**config.mk**
```make
export PLATFORM = sky130hd
export DESIGN_NAME = i2c_pattern_matcher_flat
export DESIGN_NICKNAME = d
export VERILOG_FILES = /design/src/rtl/i2c_match_pkg.sv /design/src/rtl/i2c_pattern_matcher_if.sv /design/src/rtl/i2c_edge_sync.sv /design/src/rtl/i2c_pattern_matcher.sv /design/src/flat_wrapper.sv
export SDC_FILE = /design/constraint.sdc
export NUM_CORES = 1
export LEC_CHECK = 0
export BUFFER_PORTS_ARGS = -buffer_cell sky130_fd_sc_hd__buf_2
export CELL_PAD_IN_SITES_DETAIL_PLACEMENT = 0
export CELL_PAD_IN_SITES_GLOBAL_PLACEMENT = 1
export CORE_MARGIN = 2
export CORE_UTILIZATION = 35
export DETAILED_ROUTE_END_ITERATION = 7
export PLACE_DENSITY = 0.74
export SETUP_SLACK_MARGIN = 0.2
export SYNTH_ARGS = -nofsm -noshare
export SYNTH_HDL_FRONTEND = slang
export SYNTH_HIERARCHICAL = 1
export SYNTH_SLANG_ARGS = --single-unit
export TNS_END_PERCENT = 5
```
**constraint.sdc**
```tcl
create_clock -name clk -period 2.3 [get_ports clk]
set_input_delay 0.345 -clock clk [delete_from_list [all_inputs] [get_ports clk]]
set_output_delay 0.345 -clock clk [all_outputs]
set_load 0.02 [all_outputs]
```
**src/rtl/i2c_match_pkg.sv**
```systemverilog
// ============================================================================
// i2c_match_pkg : shared constants and FSM state type for the I2C matcher
// Rev 1.0
// ============================================================================
`default_nettype none

package i2c_match_pkg;
  localparam int BYTE_W    = 8;
  localparam int MAX_BYTES = 8;

  typedef enum logic [2:0] {
    ST_IDLE = 3'd0,
    ST_BITS = 3'd1,
    ST_ACK  = 3'd2,
    ST_HOLD = 3'd3,
    ST_FAIL = 3'd4
  } state_t;
endpackage

`default_nettype wire

```
**src/rtl/i2c_pattern_matcher_if.sv**
```systemverilog
// ============================================================================
// i2c_pattern_matcher_if : bus pins, match configuration and status bundle
// Rev 1.0
// ============================================================================
`default_nettype none

interface i2c_pattern_matcher_if #(
  parameter int NUM_BYTES = 3
);
  import i2c_match_pkg::*;

  logic                        scl;
  logic                        sda;
  logic                        enable;
  logic [NUM_BYTES*BYTE_W-1:0] pattern;
  logic [NUM_BYTES*BYTE_W-1:0] mask;
  logic                        match;
  logic                        abort;
  logic                        busy;
  logic [2:0]                  byte_idx;

  modport master (
    output scl, sda, enable, pattern, mask,
    input  match, abort, busy, byte_idx
  );

  modport slave (
    input  scl, sda, enable, pattern, mask,
    output match, abort, busy, byte_idx
  );
endinterface

`default_nettype wire

```
**src/rtl/i2c_edge_sync.sv**
```systemverilog
// ============================================================================
// i2c_edge_sync : synchronises raw scl/sda and flags scl rise, START and STOP
// Rev 1.0
// ============================================================================
`default_nettype none

module i2c_edge_sync #(
  parameter int SYNC_STAGES = 2
) (
  input  wire logic clk,
  input  wire logic reset_n,
  input  wire logic i_scl,
  input  wire logic i_sda,
  output logic      o_scl_rise,
  output logic      o_start_det,
  output logic      o_stop_det,
  output logic      o_sda
);
  logic [SYNC_STAGES-1:0] r_scl_sync;
  logic [SYNC_STAGES-1:0] r_sda_sync;
  logic                   r_scl_d;
  logic                   r_sda_d;
  logic                   r_scl_rise;
  logic                   r_start_det;
  logic                   r_stop_det;
  logic                   r_sda;
  logic                   w_scl_s;
  logic                   w_sda_s;

  assign w_scl_s = r_scl_sync[SYNC_STAGES-1];
  assign w_sda_s = r_sda_sync[SYNC_STAGES-1];

  // Detections are registered so a pin edge surfaces SYNC_STAGES+1 clocks later.
  always_ff @(posedge clk or negedge reset_n) begin
    if (!reset_n) begin
      r_scl_sync  <= '1;
      r_sda_sync  <= '1;
      r_scl_d     <= 1'b1;
      r_sda_d     <= 1'b1;
      r_scl_rise  <= 1'b0;
      r_start_det <= 1'b0;
      r_stop_det  <= 1'b0;
      r_sda       <= 1'b1;
    end else begin
      r_scl_sync  <= {r_scl_sync[SYNC_STAGES-2:0], i_scl};
      r_sda_sync  <= {r_sda_sync[SYNC_STAGES-2:0], i_sda};
      r_scl_d     <= w_scl_s;
      r_sda_d     <= w_sda_s;
      r_scl_rise  <= w_scl_s & ~r_scl_d;
      r_start_det <= w_scl_s & r_scl_d & r_sda_d & ~w_sda_s;
      r_stop_det  <= w_scl_s & r_scl_d & ~r_sda_d & w_sda_s;
      r_sda       <= w_sda_s;
    end
  end

  assign o_scl_rise  = r_scl_rise;
  assign o_start_det = r_start_det;
  assign o_stop_det  = r_stop_det;
  assign o_sda       = r_sda;
endmodule

`default_nettype wire

```
**src/rtl/i2c_pattern_matcher.sv**
```systemverilog
// ============================================================================
// i2c_pattern_matcher : compares a START..STOP I2C frame against pattern/mask
// Optional NACK rejection via `define I2C_MATCH_ACK_CHECK_EN.   Rev 1.0
// ============================================================================
`default_nettype none

module i2c_pattern_matcher
  import i2c_match_pkg::*;
#(
  parameter int NUM_BYTES   = 3,
  parameter int SYNC_STAGES = 2
) (
  input  wire logic           clk,
  input  wire logic           reset_n,
  i2c_pattern_matcher_if.slave bus
);
`ifdef I2C_MATCH_ACK_CHECK_EN
  localparam bit ACK_CHECK = 1'b1;
`else
  localparam bit ACK_CHECK = 1'b0;
`endif
  localparam logic [2:0] LAST_IDX = 3'(NUM_BYTES - 1);

  state_t              r_state, w_state_nxt;
  logic [BYTE_W-1:0]   r_shift, w_shift_nxt;
  logic [2:0]          r_bit_cnt, w_bit_nxt;
  logic [2:0]          r_byte_idx, w_idx_nxt;
  logic                r_match, w_match_nxt;
  logic                r_abort, w_abort_nxt;
  logic                w_scl_rise, w_start, w_stop, w_sda;
  logic [BYTE_W-1:0]   w_shift_in, w_diff;
  logic [BYTE_W-1:0]   w_pat_byte [MAX_BYTES];
  logic [BYTE_W-1:0]   w_msk_byte [MAX_BYTES];

  i2c_edge_sync #(.SYNC_STAGES(SYNC_STAGES)) u_sync (
    .clk        (clk),
    .reset_n    (reset_n),
    .i_scl      (bus.scl),
    .i_sda      (bus.sda),
    .o_scl_rise (w_scl_rise),
    .o_start_det(w_start),
    .o_stop_det (w_stop),
    .o_sda      (w_sda)
  );

  for (genvar gi = 0; gi < MAX_BYTES; gi++) begin : g_bytes
    if (gi < NUM_BYTES) begin : g_used
      assign w_pat_byte[gi] = bus.pattern[(NUM_BYTES-1-gi)*BYTE_W +: BYTE_W];
      assign w_msk_byte[gi] = bus.mask[(NUM_BYTES-1-gi)*BYTE_W +: BYTE_W];
    end else begin : g_unused
      assign w_pat_byte[gi] = '0;
      assign w_msk_byte[gi] = '0;
    end
  end

  assign w_shift_in = {r_shift[BYTE_W-2:0], w_sda};
  assign w_diff     = (w_shift_in ^ w_pat_byte[r_byte_idx]) & w_msk_byte[r_byte_idx];

  always_ff @(posedge clk or negedge reset_n) begin
    if (!reset_n) begin
      r_state    <= ST_IDLE;
      r_shift    <= '0;
      r_bit_cnt  <= '0;
      r_byte_idx <= '0;
      r_match    <= 1'b0;
      r_abort    <= 1'b0;
    end else begin
      r_state    <= w_state_nxt;
      r_shift    <= w_shift_nxt;
      r_bit_cnt  <= w_bit_nxt;
      r_byte_idx <= w_idx_nxt;
      r_match    <= w_match_nxt;
      r_abort    <= w_abort_nxt;
    end
  end

  always_comb begin
    w_state_nxt = r_state;
    w_shift_nxt = r_shift;
    w_bit_nxt   = r_bit_cnt;
    w_idx_nxt   = r_byte_idx;
    w_match_nxt = 1'b0;
    w_abort_nxt = 1'b0;
    if (!bus.enable) begin
      w_state_nxt = ST_IDLE;
      w_bit_nxt   = '0;
      w_idx_nxt   = '0;
    end else if (w_start) begin
      w_abort_nxt = (r_state == ST_BITS) || (r_state == ST_ACK) || (r_state == ST_HOLD);
      w_state_nxt = ST_BITS;
      w_shift_nxt = '0;
      w_bit_nxt   = '0;
      w_idx_nxt   = '0;
    end else if (w_stop) begin
      w_match_nxt = (r_state == ST_HOLD);
      w_abort_nxt = (r_state == ST_BITS) || (r_state == ST_ACK) || (r_state == ST_FAIL);
      w_state_nxt = ST_IDLE;
    end else if (w_scl_rise) begin
      unique case (r_state)
        ST_BITS: begin
          w_shift_nxt = w_shift_in;
          w_bit_nxt   = r_bit_cnt + 3'd1;
          if (r_bit_cnt == 3'd7) begin
            w_state_nxt = (w_diff == '0) ? ST_ACK : ST_FAIL;
          end
        end
        ST_ACK: begin
          if (ACK_CHECK && w_sda) begin
            w_state_nxt = ST_FAIL;
          end else if (r_byte_idx == LAST_IDX) begin
            w_state_nxt = ST_HOLD;
          end else begin
            w_idx_nxt   = r_byte_idx + 3'd1;
            w_state_nxt = ST_BITS;
          end
        end
        // The first rise after the last ACK is the clock a STOP or repeated
        // START must ride on; only a second rise proves the frame is too long.
        ST_HOLD: begin
          if (r_bit_cnt == 3'd0) begin
            w_bit_nxt = 3'd1;
          end else begin
            w_state_nxt = ST_FAIL;
          end
        end
        default: ;
      endcase
    end
  end

  assign bus.match    = r_match;
  assign bus.abort    = r_abort;
  assign bus.busy     = (r_state != ST_IDLE);
  assign bus.byte_idx = r_byte_idx;
endmodule

`default_nettype wire

```
**src/flat_wrapper.sv**
```systemverilog
// flat-port wrapper written by rule: the top's interface ports become plain ports
module i2c_pattern_matcher_flat import i2c_match_pkg::*;
#(
  parameter int NUM_BYTES   = 3,
  parameter int SYNC_STAGES = 2
)
  (clk, reset_n, bus_scl, bus_sda, bus_enable, bus_pattern, bus_mask, bus_match, bus_abort, bus_busy, bus_byte_idx);
  i2c_pattern_matcher_if #(.NUM_BYTES(NUM_BYTES)) bus_i ();
  input  wire logic clk;
  input  wire logic reset_n;
  input wire logic [$bits(bus_i.scl)-1:0] bus_scl;
  input wire logic [$bits(bus_i.sda)-1:0] bus_sda;
  input wire logic [$bits(bus_i.enable)-1:0] bus_enable;
  input wire logic [$bits(bus_i.pattern)-1:0] bus_pattern;
  input wire logic [$bits(bus_i.mask)-1:0] bus_mask;
  output wire logic [$bits(bus_i.match)-1:0] bus_match;
  output wire logic [$bits(bus_i.abort)-1:0] bus_abort;
  output wire logic [$bits(bus_i.busy)-1:0] bus_busy;
  output wire logic [$bits(bus_i.byte_idx)-1:0] bus_byte_idx;
  assign bus_i.scl = bus_scl;
  assign bus_i.sda = bus_sda;
  assign bus_i.enable = bus_enable;
  assign bus_i.pattern = bus_pattern;
  assign bus_i.mask = bus_mask;
  assign bus_match = bus_i.match;
  assign bus_abort = bus_i.abort;
  assign bus_busy = bus_i.busy;
  assign bus_byte_idx = bus_i.byte_idx;
  i2c_pattern_matcher #(.NUM_BYTES(NUM_BYTES), .SYNC_STAGES(SYNC_STAGES)) u_core (.clk(clk), .reset_n(reset_n), .bus(bus_i));
endmodule
```
==> flow_summary.json, run 1 <==
{
  "end_kind": "flip-flop",
  "cts_tree": "yes",
  "areaGrowthSynthToFinish_pct": 20.6,
  "hold_viol_final": 0,
  "post_cts_buffers": 0,
  "grt_pass1_vias": 1240,
  "synth_cells": 175,
  "drt_iter0_markers": 71,
  "first_pass_iters": 4,
  "final_area_um2": 2010,
  "cts_buffer_depth": 2,
  "timing.slew.headroom": 0.604,
  "yosys-top-cells-count": "xor2_1 (23), dfrtp_1 (21), a22oi_1 (13)",
  "die_area_um2": 5320,
  "gp_congestion": 0.745,
  "timing.rr.end": "u_core/bus.byte_idx[2]$_DFFE_PN0P_",
  "period_minus_slack_ns": 1.89,
  "setup_viol": 0,
  "wirelength_um": 3920,
  "synth_fp_nets": 233,
  "cts-root-buf": "clkbuf_8",
  "reg2reg_depth": 7,
  "netlist.area_leader.share": 0.316,
  "dpl-instance-area_um2": 1960,
  "vias_per_cell": 5.15,
  "synth.largest_area_cell": "dfrtp_1",
  "async_flop_share": 1.00,
  "status": "complete, no violations",
  "grt_usage": 0.143,
  "setup_tns_ns": 0,
  "grt_max_degree": 28,
  "worstMarginPinSlew_ns": 0.593,
  "clk_pin_slew_ns": 0.09,
  "post-route-util": 0.431,
  "wl_per_cell_um": 14.1,
  "fp.dieH_um": 73.0,
  "rows": 25,
  "synth_most_common_cell": "xor2_1",
  "portBuffers": 58,
  "rr_startpoint": "u_core/bus.byte_idx[0]$_DFFE_PN0P_",
  "grt-ovfl-total": 0,
  "ys.flop_type": "dfrtp_1",
  "drc": 0,
  "cts_sinks": 27,
  "vias": 1432,
  "hold_slack_ns": 0.0671,
  "rsz0062_at_grt": "no",
  "required_ns": 2.46,
  "syn_avg_cell_area_um2": 9.51,
  "ios": 59,
  "die_w_um": 73.0,
  "peakVddDrop_uv": 237,
  "min_path_type": "in -> async",
  "r2r_slack_ns": 0.41,
  "post_cts_resized": 0,
  "ys_seq_area_frac": 0.411,
  "antenna_found_initial": 0,
  "initial_core_util": 0.357,
  "synth.distinct_cells": 41,
  "core-area_um2": 4660,
  "clock_latency_ns": 0.27,
  "synth_seq_cells": 27,
  "netlist_area_um2": 1660,
  "cp_max_fo": 11,
  "crit_slowest_cell": "dfrtp_1",
  "drive_gt1_frac": 0.330,
  "hold_buffers": 0,
  "cp.arrival_ns": 2.05,
  "max_freq_mhz": 528,
  "yosys_warnings": 6,
  "power_leakage_nw": 0.972,
  "max_cap_viol_count": 0,
  "synth_edf_count": 0,
  "powerDensity_nw_per_um2": 464,
  "synth_area_leaders": "dfrtp_1 (32%), xor2_1 (12%), dfstp_2 (9.5%), a22oi_1 (5.9%), ha_1 (3.8%)",
  "cts_buffers": 3,
  "num_antenna_cells": 0,
  "cp_cell_sequence": "inv_1 > ha_1 > nor2b_1 > nor4_4 > nand2_1 > xor2_1 > nor2_1",
  "start_kind": "flip-flop",
  "nets": 283,
  "ctsHtreeMaxLevel": 1,
  "critical-path-max-stage-delay_ns": 0.56,
  "path_class": "reg -> reg",
  "slew_violations": 0,
  "fin_crit_sh": 0.823,
  "dpl.hpwl_um": 3040,
  "ant_nets": 0,
  "fin_worst_skew_ns": 0.00475,
  "grt_pass1_wl_um": 5980
}
## cells by family after synthesis
group                    after synthesis  share of synthesized area
multiplexers                           1                    0.00602
AND/OR/NAND/NOR                       48                      0.168
XOR/XNOR                              24                      0.126
adder cells (fa/ha/maj)                5                     0.0376
flip-flops                            27                      0.411
AO/OA/AOI/OAI                         45                      0.187
buffers and inverters                 25                     0.0639
## layout make-up
cell class | count | area (µm²)
fill | 470 | 2650
multi-input combinational | 123 | 875
sequential | 27 | 683
timing repair buffer | 58 | 290
tap | 54 | 67.6
inverter | 12 | 45.0
clock buffer | 3 | 41.3
clock inverter | 1 | 5.00
## metrics by stage
| step | total power [mW] | std cells | setup slack (ns) |
|---|---|---|---|
| after CTS | 0.946 | 278 | 0.399 |
| final | 0.932 | 278 | 0.406 |
| after global routing | 0.986 | 278 | 0.228 |
| after global placement | 0.670 | 274 | 0.399 |
| after floorplan | 0.599 | 175 | 0.428 |
| after detailed placement | 0.672 | 274 | 0.423 |
## placed cells by master, fill, tap and decap left out, drive strengths merged, types with 3 or more instances in the layout
cell     n
xor2    23
o21ai    4
nand2   10
o22ai    8
nand3    6
buf     58
nor3     4
nor2b    4
inv     12
ha       5
clkbuf   3
nor2     9
dfstp    6
nand2b   3
dfrtp   21
a22oi   13
a21oi    8
## registers in the layout (all words and copies together), names as in the netlist
| register | cells |
|---|---|
| u_core/r_shift | 7 |
| u_core/u_sync/r_sda_d | 1 |
| u_core/r_bit_cnt | 3 |
| u_core/u_sync/o_start_det | 1 |
| u_core/u_sync/o_scl_rise | 1 |
| u_core/r_state | 3 |
| u_core/bus.abort | 1 |
| u_core/u_sync/r_scl_sync | 2 |
| u_core/u_sync/o_stop_det | 1 |
| u_core/u_sync/r_scl_d | 1 |
| u_core/u_sync/r_sda_sync | 2 |
| u_core/bus.match | 1 |
| u_core/bus.byte_idx | 3 |
## how the worst max path moves through the flow
stage,startpoint,end,slack [ns],cells past startpoint
floorplan,u_core/bus.byte_idx[0]$_DFFE_PN0P_,u_core/bus.byte_idx[2]$_DFFE_PN0P_,0.43,8
global placement,u_core/bus.byte_idx[0]$_DFFE_PN0P_,u_core/bus.byte_idx[2]$_DFFE_PN0P_,0.40,7
detailed placement,u_core/bus.byte_idx[0]$_DFFE_PN0P_,u_core/bus.byte_idx[2]$_DFFE_PN0P_,0.42,7
CTS,u_core/bus.byte_idx[0]$_DFFE_PN0P_,u_core/bus.byte_idx[2]$_DFFE_PN0P_,0.40,7
global route,u_core/bus.byte_idx[0]$_DFFE_PN0P_,u_core/bus.byte_idx[2]$_DFFE_PN0P_,0.23,7
finish,u_core/bus.byte_idx[0]$_DFFE_PN0P_,u_core/bus.byte_idx[2]$_DFFE_PN0P_,0.41,7
## worst max-delay path: cells and delay by family, from the launching register on
family	cells	cell delay, ns
buffers and inverters	1	0.16
xor gates and xnor gates	1	0.15
adders and majority gates	1	0.21
and+or+nand+nor	4	0.68
DFF	1	0.56
## report_power, final
| part | switching (mW) | total (mW) | internal (mW) |
|---|---|---|---|
| clock | 0.150 | 0.271 | 0.121 |
| combinational | 0.0659 | 0.140 | 0.0746 |
| sequential | 0.0263 | 0.520 | 0.494 |
## per-layer routing
layer	up-vias	track usage	wire length, µm
li1	722	-	-
met1	681	0.209	1770
met2	27	0.225	1990
met3	2	0.0290	135
met4	0	0.0185	13
met5	-	0	0
(Power assumes the default switching activity.)
==> inputs of run 2 (changes only) <==
==> constraint.sdc (replaced) <==
create_clock -name clk -period 1.9 [get_ports clk]
set_input_delay 0.285 -clock clk [delete_from_list [all_inputs] [get_ports clk]]
set_output_delay 0.285 -clock clk [all_outputs]
set_load 0.02 [all_outputs]
==> run 2 against run 1 <==
- sequential share of layout area is 1.9 points lower
- cell area is 6.5% higher
- maximum frequency is 14% higher
- die area stayed put
- clock skew is 0.0031 ns lower
- non-clock buffer count is 13 higher
- highest routed layer unchanged
- sequential cell count stayed put
- worst hold slack worse by 0.064 ns
- first-iteration DRC count is 11% higher
- combinational power is 44% higher
==> flow_summary.json, run 2 (synthesized netlist as in run 1, its figures left out) <==
{
  "fp.dieH_um": 73.0,
  "rows": 25,
  "dpl.hpwl_um": 3020,
  "setup_tns_ns": 0,
  "rr_startpoint": "u_core/r_shift[5]$_DFFE_PN0P_",
  "wirelength_um": 3890,
  "stdcell_count": 291,
  "core-area_um2": 4660,
  "layout_commonest_cell": "buf_2",
  "rsz0062_at_grt": "yes",
  "gp_congestion": 0.868,
  "required_ns": 2.07,
  "min_path_type": "in -> async",
  "portBuffers": 58,
  "ant_nets": 0,
  "max_cap_viol_count": 0,
  "hold_viol_final": 0,
  "vias": 1455,
  "cts_buffer_depth": 2,
  "cts-root-buf": "clkbuf_8",
  "fillers": 448,
  "vias_per_cell": 5.00,
  "status": "complete, no violations",
  "cp.arrival_ns": 1.83,
  "clock_latency_ns": 0.27,
  "reg2reg_depth": 6,
  "grt_pass1_vias": 1307,
  "num_antenna_cells": 0,
  "regMostFlops": "u_core/r_shift",
  "setup_viol": 0,
  "drt_iter0_markers": 79,
  "drc": 0,
  "antenna_found_initial": 0,
  "grt_pass1_wl_um": 6180,
  "fin_crit_sh": 0.874,
  "dp.cells": 281,
  "cts_tree": "yes",
  "cts_buffers": 3,
  "final_area_um2": 2140,
  "grt-ovfl-total": 0,
  "fin_worst_skew_ns": 0.00166,
  "slew_violations": 0,
  "timing.slew.headroom": 0.607,
  "max_freq_mhz": 602,
  "grt_usage": 0.147,
  "nets": 296,
  "end_kind": "flip-flop",
  "cp_max_fo": 6,
  "initial_core_util": 0.357,
  "first_pass_iters": 5,
  "areaGrowthSynthToFinish_pct": 28.4,
  "ios": 59,
  "hold_buffers": 0,
  "die_area_um2": 5320,
  "timing.rr.end": "u_core/r_state[2]$_DFFE_PN0P_",
  "powerDensity_nw_per_um2": 545,
  "grt_max_degree": 28,
  "peakVddDrop_uv": 332,
  "die_w_um": 73.0,
  "final_cell_mix": "buf_2 (58), xor2_1 (23), dfrtp_1 (18), buf_4 (13), a22oi_1 (13)",
  "period_minus_slack_ns": 1.66,
  "wl_per_cell_um": 13.4,
  "worstMarginPinSlew_ns": 0.590,
  "p_total_mw": 1.16,
  "hold_slack_ns": 0.00277,
  "start_kind": "flip-flop",
  "r2r_slack_ns": 0.24,
  "cts_sinks": 27,
  "largest_reg_flops": 7,
  "clk_pin_slew_ns": 0.09,
  "drive_gt1_frac": 0.397,
  "path_class": "reg -> reg",
  "dpl-instance-area_um2": 2010,
  "power_leakage_nw": 1.04,
  "ctsHtreeMaxLevel": 1
}
run 2: stage by stage:
step / worst slack [ns] / util
floorplan: 0.212 / -
global placement: 0.251 / 0.432
detailed placement: 0.218 / 0.432
CTS: 0.195 / 0.445
global route: 0.117 / 0.459
finish: 0.239 / 0.459
run 2: worst max path at each step:
stage	from	end
after detailed placement	u_core/r_shift[5]$_DFFE_PN0P_	u_core/r_state[2]$_DFFE_PN0P_
final	u_core/r_shift[5]$_DFFE_PN0P_	u_core/r_state[2]$_DFFE_PN0P_
after global routing	u_core/u_sync/r_sda_d$_DFF_PN1_	u_core/r_state[2]$_DFFE_PN0P_
after global placement	u_core/r_bit_cnt[0]$_DFFE_PN0P_	u_core/r_state[2]$_DFFE_PN0P_
after floorplan	u_core/bus.byte_idx[0]$_DFFE_PN0P_	u_core/bus.byte_idx[2]$_DFFE_PN0P_
after CTS	u_core/r_shift[5]$_DFFE_PN0P_	u_core/r_state[2]$_DFFE_PN0P_
run 2: where the power goes:
| group | internal [mW] | total (mW) | switching [mW] | leakage [nW] |
|---|---|---|---|---|
| Clock | 0.154 | 0.340 | 0.186 | 0.0261 |
| Sequential | 0.598 | 0.622 | 0.0232 | 0.319 |
| Combinational | 0.106 | 0.202 | 0.0966 | 0.691 |
run 2: critical path: stages, from the launching register on:
cell and delay [ns]:
dfrtp_1 0.48, xor2_1 0.17, a222oi_1 0.38, nand3_1 0.14, nand2_2 0.12, a31oi_4 0.09, a41o_1 0.19
run 2: layout make-up:
| cell class | count | area [µm²] | area share |
|---|---|---|---|
| multi-input cells | 123 | 900 | 0.421 |
| inverters | 12 | 45.0 | 0.0211 |
| flip-flops and latches | 27 | 687 | 0.321 |
| well taps | 54 | 67.6 | 0.0316 |
| clock inverters | 1 | 8.76 | 0.00410 |
| clock buffers | 3 | 41.3 | 0.0193 |
| repair buffers | 71 | 388 | 0.181 |
run 2: timing repair:
action | in CTS | in global routing
endpoints found under the setup margin | 2 | 6
setup buffers | 1 | 5
pin swaps | 0 | 6
gates resized for setup | 0 | 7
endpoints found under the hold margin | 0 | 0
run 2: routing by layer:
| layer | share of wire | wire length (µm) | global-route usage |
|---|---|---|---|
| met5 | 0 | 0 | 0 |
| met4 | 0.0062 | 24 | 0.0247 |
| met3 | 0.028 | 110 | 0.0345 |
| met2 | 0.49 | 1910 | 0.228 |
| met1 | 0.47 | 1840 | 0.212 |
==> inputs of run 3 (changes only) <==
--- a/config.mk
+++ b/config.mk
@@ -11,10 +11,9 @@
 export CORE_MARGIN = 2
 export CORE_UTILIZATION = 35
 export DETAILED_ROUTE_END_ITERATION = 7
-export PLACE_DENSITY = 0.74
+export PLACE_DENSITY = 0.75
 export SETUP_SLACK_MARGIN = 0.2
 export SYNTH_ARGS = -nofsm -noshare
 export SYNTH_HDL_FRONTEND = slang
-export SYNTH_HIERARCHICAL = 1
 export SYNTH_SLANG_ARGS = --single-unit
 export TNS_END_PERCENT = 5
==> run 3 against run 2 <==
- utilization up 0.38 points
- critical path depth down 3
- largest power group unchanged
- die area down 4.7%
- synthesized cell count down 5.1%
- maximum frequency down 0.59%
- clock skew up 0.0025 ns
- sequential cell count unchanged
- setup slack worse by 0.0099 ns
- non-clock buffer count down 4
- wire length down 0.23%
- sequential power up 4.3%
- final cell count down 3.4%
==> flow_summary.json, run 3 <==
{
  "grt_usage": 0.159,
  "nets": 288,
  "grt_max_degree": 28,
  "powerDensity_nw_per_um2": 588,
  "power_leakage_nw": 0.987,
  "seq_area_um2": 689,
  "peakVddDrop_uv": 425,
  "required_ns": 1.62,
  "p_int_uw": 866,
  "fin_worst_skew_ns": 0.00421,
  "fp.dieH_um": 71.2,
  "yosys_warnings": 0,
  "layout_commonest_cell": "buf_2",
  "clock_latency_ns": 0.27,
  "async_flop_share": 1.00,
  "vias": 1383,
  "largest_reg_flops": 7,
  "ctsHtreeMaxLevel": 1,
  "worstMarginPinSlew_ns": 0.591,
  "yosys-top-cells-count": "xor2_1 (24), nand2_1 (22), dfrtp_1 (21)",
  "netlist.area_leader.share": 0.332,
  "core-area_um2": 4350,
  "netlist_area_um2": 1580,
  "ant_nets": 0,
  "min_path_type": "in -> async",
  "max_freq_mhz": 598,
  "dpl-instance-area_um2": 1930,
  "synth_edf_count": 0,
  "cts-root-buf": "clkbuf_8",
  "syn_avg_cell_area_um2": 9.53,
  "grt_pass1_wl_um": 6440,
  "setup_viol": 0,
  "rsz0062_at_grt": "yes",
  "cts_buffer_depth": 2,
  "wirelength_um": 3880,
  "crit_end": "bus_busy",
  "timing.slew.headroom": 0.606,
  "setup_tns_ns": 0,
  "r2r_slack_ns": 0.30,
  "end_kind": "output port",
  "cts_sinks": 27,
  "final_cell_mix": "buf_2 (58), xor2_1 (24), nand2_1 (22), dfrtp_1 (16), nor2_1 (11)",
  "status": "complete, no violations",
  "rr_startpoint": "u_core.u_sync.r_sda_d$_DFF_PN1_",
  "slew_violations": 0,
  "areaGrowthSynthToFinish_pct": 27.3,
  "hold_slack_ns": 0.000239,
  "num_antenna_cells": 0,
  "ys.flop_type": "dfrtp_1",
  "synth_seq_cells": 27,
  "clk_pin_slew_ns": 0.09,
  "period_minus_slack_ns": 1.67,
  "regMostFlops": "u_core.r_shift",
  "hold_viol_final": 0,
  "timing.rr.end": "u_core.r_state[2]$_DFFE_PN0P_",
  "synth.distinct_cells": 40,
  "drt_iter0_markers": 56,
  "synth_most_common_cell": "xor2_1",
  "reg2reg_depth": 6,
  "dpl.hpwl_um": 3000,
  "combPwrFrac": 0.174,
  "initial_core_util": 0.363,
  "cp_max_fo": 8,
  "hold_buffers": 0,
  "cp.arrival_ns": 1.39,
  "die_w_um": 71.2,
  "pwr-share-seq": 0.548,
  "cp-startpoint": "u_core.r_state[1]$_DFFE_PN0P_",
  "grt_pass1_vias": 1373,
  "synth_area_leaders": "dfrtp_1 (33%), xor2_1 (13%), dfstp_2 (10%), nand2_1 (5.2%), ha_1 (4.0%)",
  "start_kind": "flip-flop",
  "multiInputGateArea_um2": 833,
  "p_sw_frac": 0.269,
  "ys_seq_area_frac": 0.432,
  "drc": 0,
  "wl_per_cell_um": 13.8,
  "cts_buffers": 3,
  "synth_cells": 166,
  "rows": 24,
  "p_clk_frac": 0.278,
  "ios": 59,
  "drive_gt1_frac": 0.367,
  "die_area_um2": 5070,
  "fin_crit_sh": 0.880,
  "portBuffers": 58,
  "fillers": 438,
  "antenna_found_initial": 0,
  "cts_tree": "yes",
  "first_pass_iters": 4,
  "max_cap_viol_count": 0,
  "vias_per_cell": 4.92,
  "final_area_um2": 2010,
  "gp_congestion": 0.810,
  "p_switching_uw": 318,
  "synth.largest_area_cell": "dfrtp_1",
  "synth_fp_nets": 224,
  "path_class": "reg -> out",
  "grt-ovfl-total": 0
}
run 3: cell families (layout without fill, tap and decap cells):
| group | after synthesis | after routing | share of synthesized area |
|---|---|---|---|
| simple gates | 55 | 55 | 0.172 |
| compound gates | 40 | 40 | 0.166 |
| flops | 27 | 27 | 0.432 |
| xor+xnor | 26 | 26 | 0.144 |
| buf+inv | 13 | 76 | 0.0467 |
| fa+ha+maj | 5 | 5 | 0.0396 |
run 3: worst min-delay path by stage:
stage               startpoint                               to  slack (ns)  cells after the start
finish                 reset_n  u_core.r_bit_cnt[1]$_DFFE_PN0P_      0.0002                      1
global route           reset_n  u_core.r_bit_cnt[1]$_DFFE_PN0P_        0.05                      1
global placement       reset_n  u_core.r_bit_cnt[1]$_DFFE_PN0P_        0.33                      1
floorplan              reset_n       u_core.bus.abort$_DFF_PN0_       -0.01                      0
CTS                    reset_n  u_core.r_bit_cnt[1]$_DFFE_PN0P_        0.02                      1
detailed placement     reset_n  u_core.r_bit_cnt[1]$_DFFE_PN0P_        0.33                      1
run 3: final cells by class:
class | count | share of cell area
flip-flops and latches | 27 | 0.342
repair buffers | 67 | 0.178
clock buffers | 3 | 0.0205
clock inverters | 1 | 0.00373
multi-input cells | 126 | 0.414
well taps | 52 | 0.0323
inverters | 5 | 0.00932
run 3: power by group through the flow:
stage                     clock [mW]  combinational [mW]  sequential, mW
after floorplan                    0               0.126           0.636
after global placement             0               0.201           0.658
after detailed placement           0               0.203           0.659
after CTS                      0.355               0.204           0.648
after global routing           0.375               0.236           0.654
final                          0.329               0.206           0.649
run 3: critical path: stages (launching register included):
cell,delay (ns)
dfrtp_2,0.48
buf_4,0.18
or3_1,0.29
buf_2,0.16
run 3: routing by layer:
layer  wire length [µm]  GRT usage  vias to the layer above
met1               1860      0.213                      634
li1                   -          -                      706
met5                  0          0                        -
met3                177     0.0323                        4
met4                 36     0.0377                        0
met2               1810      0.266                       39
run 3: timing repair:
| item | 4_1_cts | 5_1_grt |
|---|---|---|
| buffers inserted | 0 | 3 |
| resized for setup | 1 | 6 |
| pin swaps | 0 | 4 |
| endpoints found under the setup margin | 11 | 6 |
run 3: per-stage QoR:
step	util	power [mW]	cells	setup WS, ns
2_1_floorplan	-	0.762	166	0.267
3_3_place_gp	0.443	0.859	274	0.182
3_5_place_dp	0.443	0.862	274	0.122
4_1_cts	0.455	1.21	278	0.159
5_1_grt	0.462	1.26	281	0.141
6_report	0.462	1.18	281	0.229
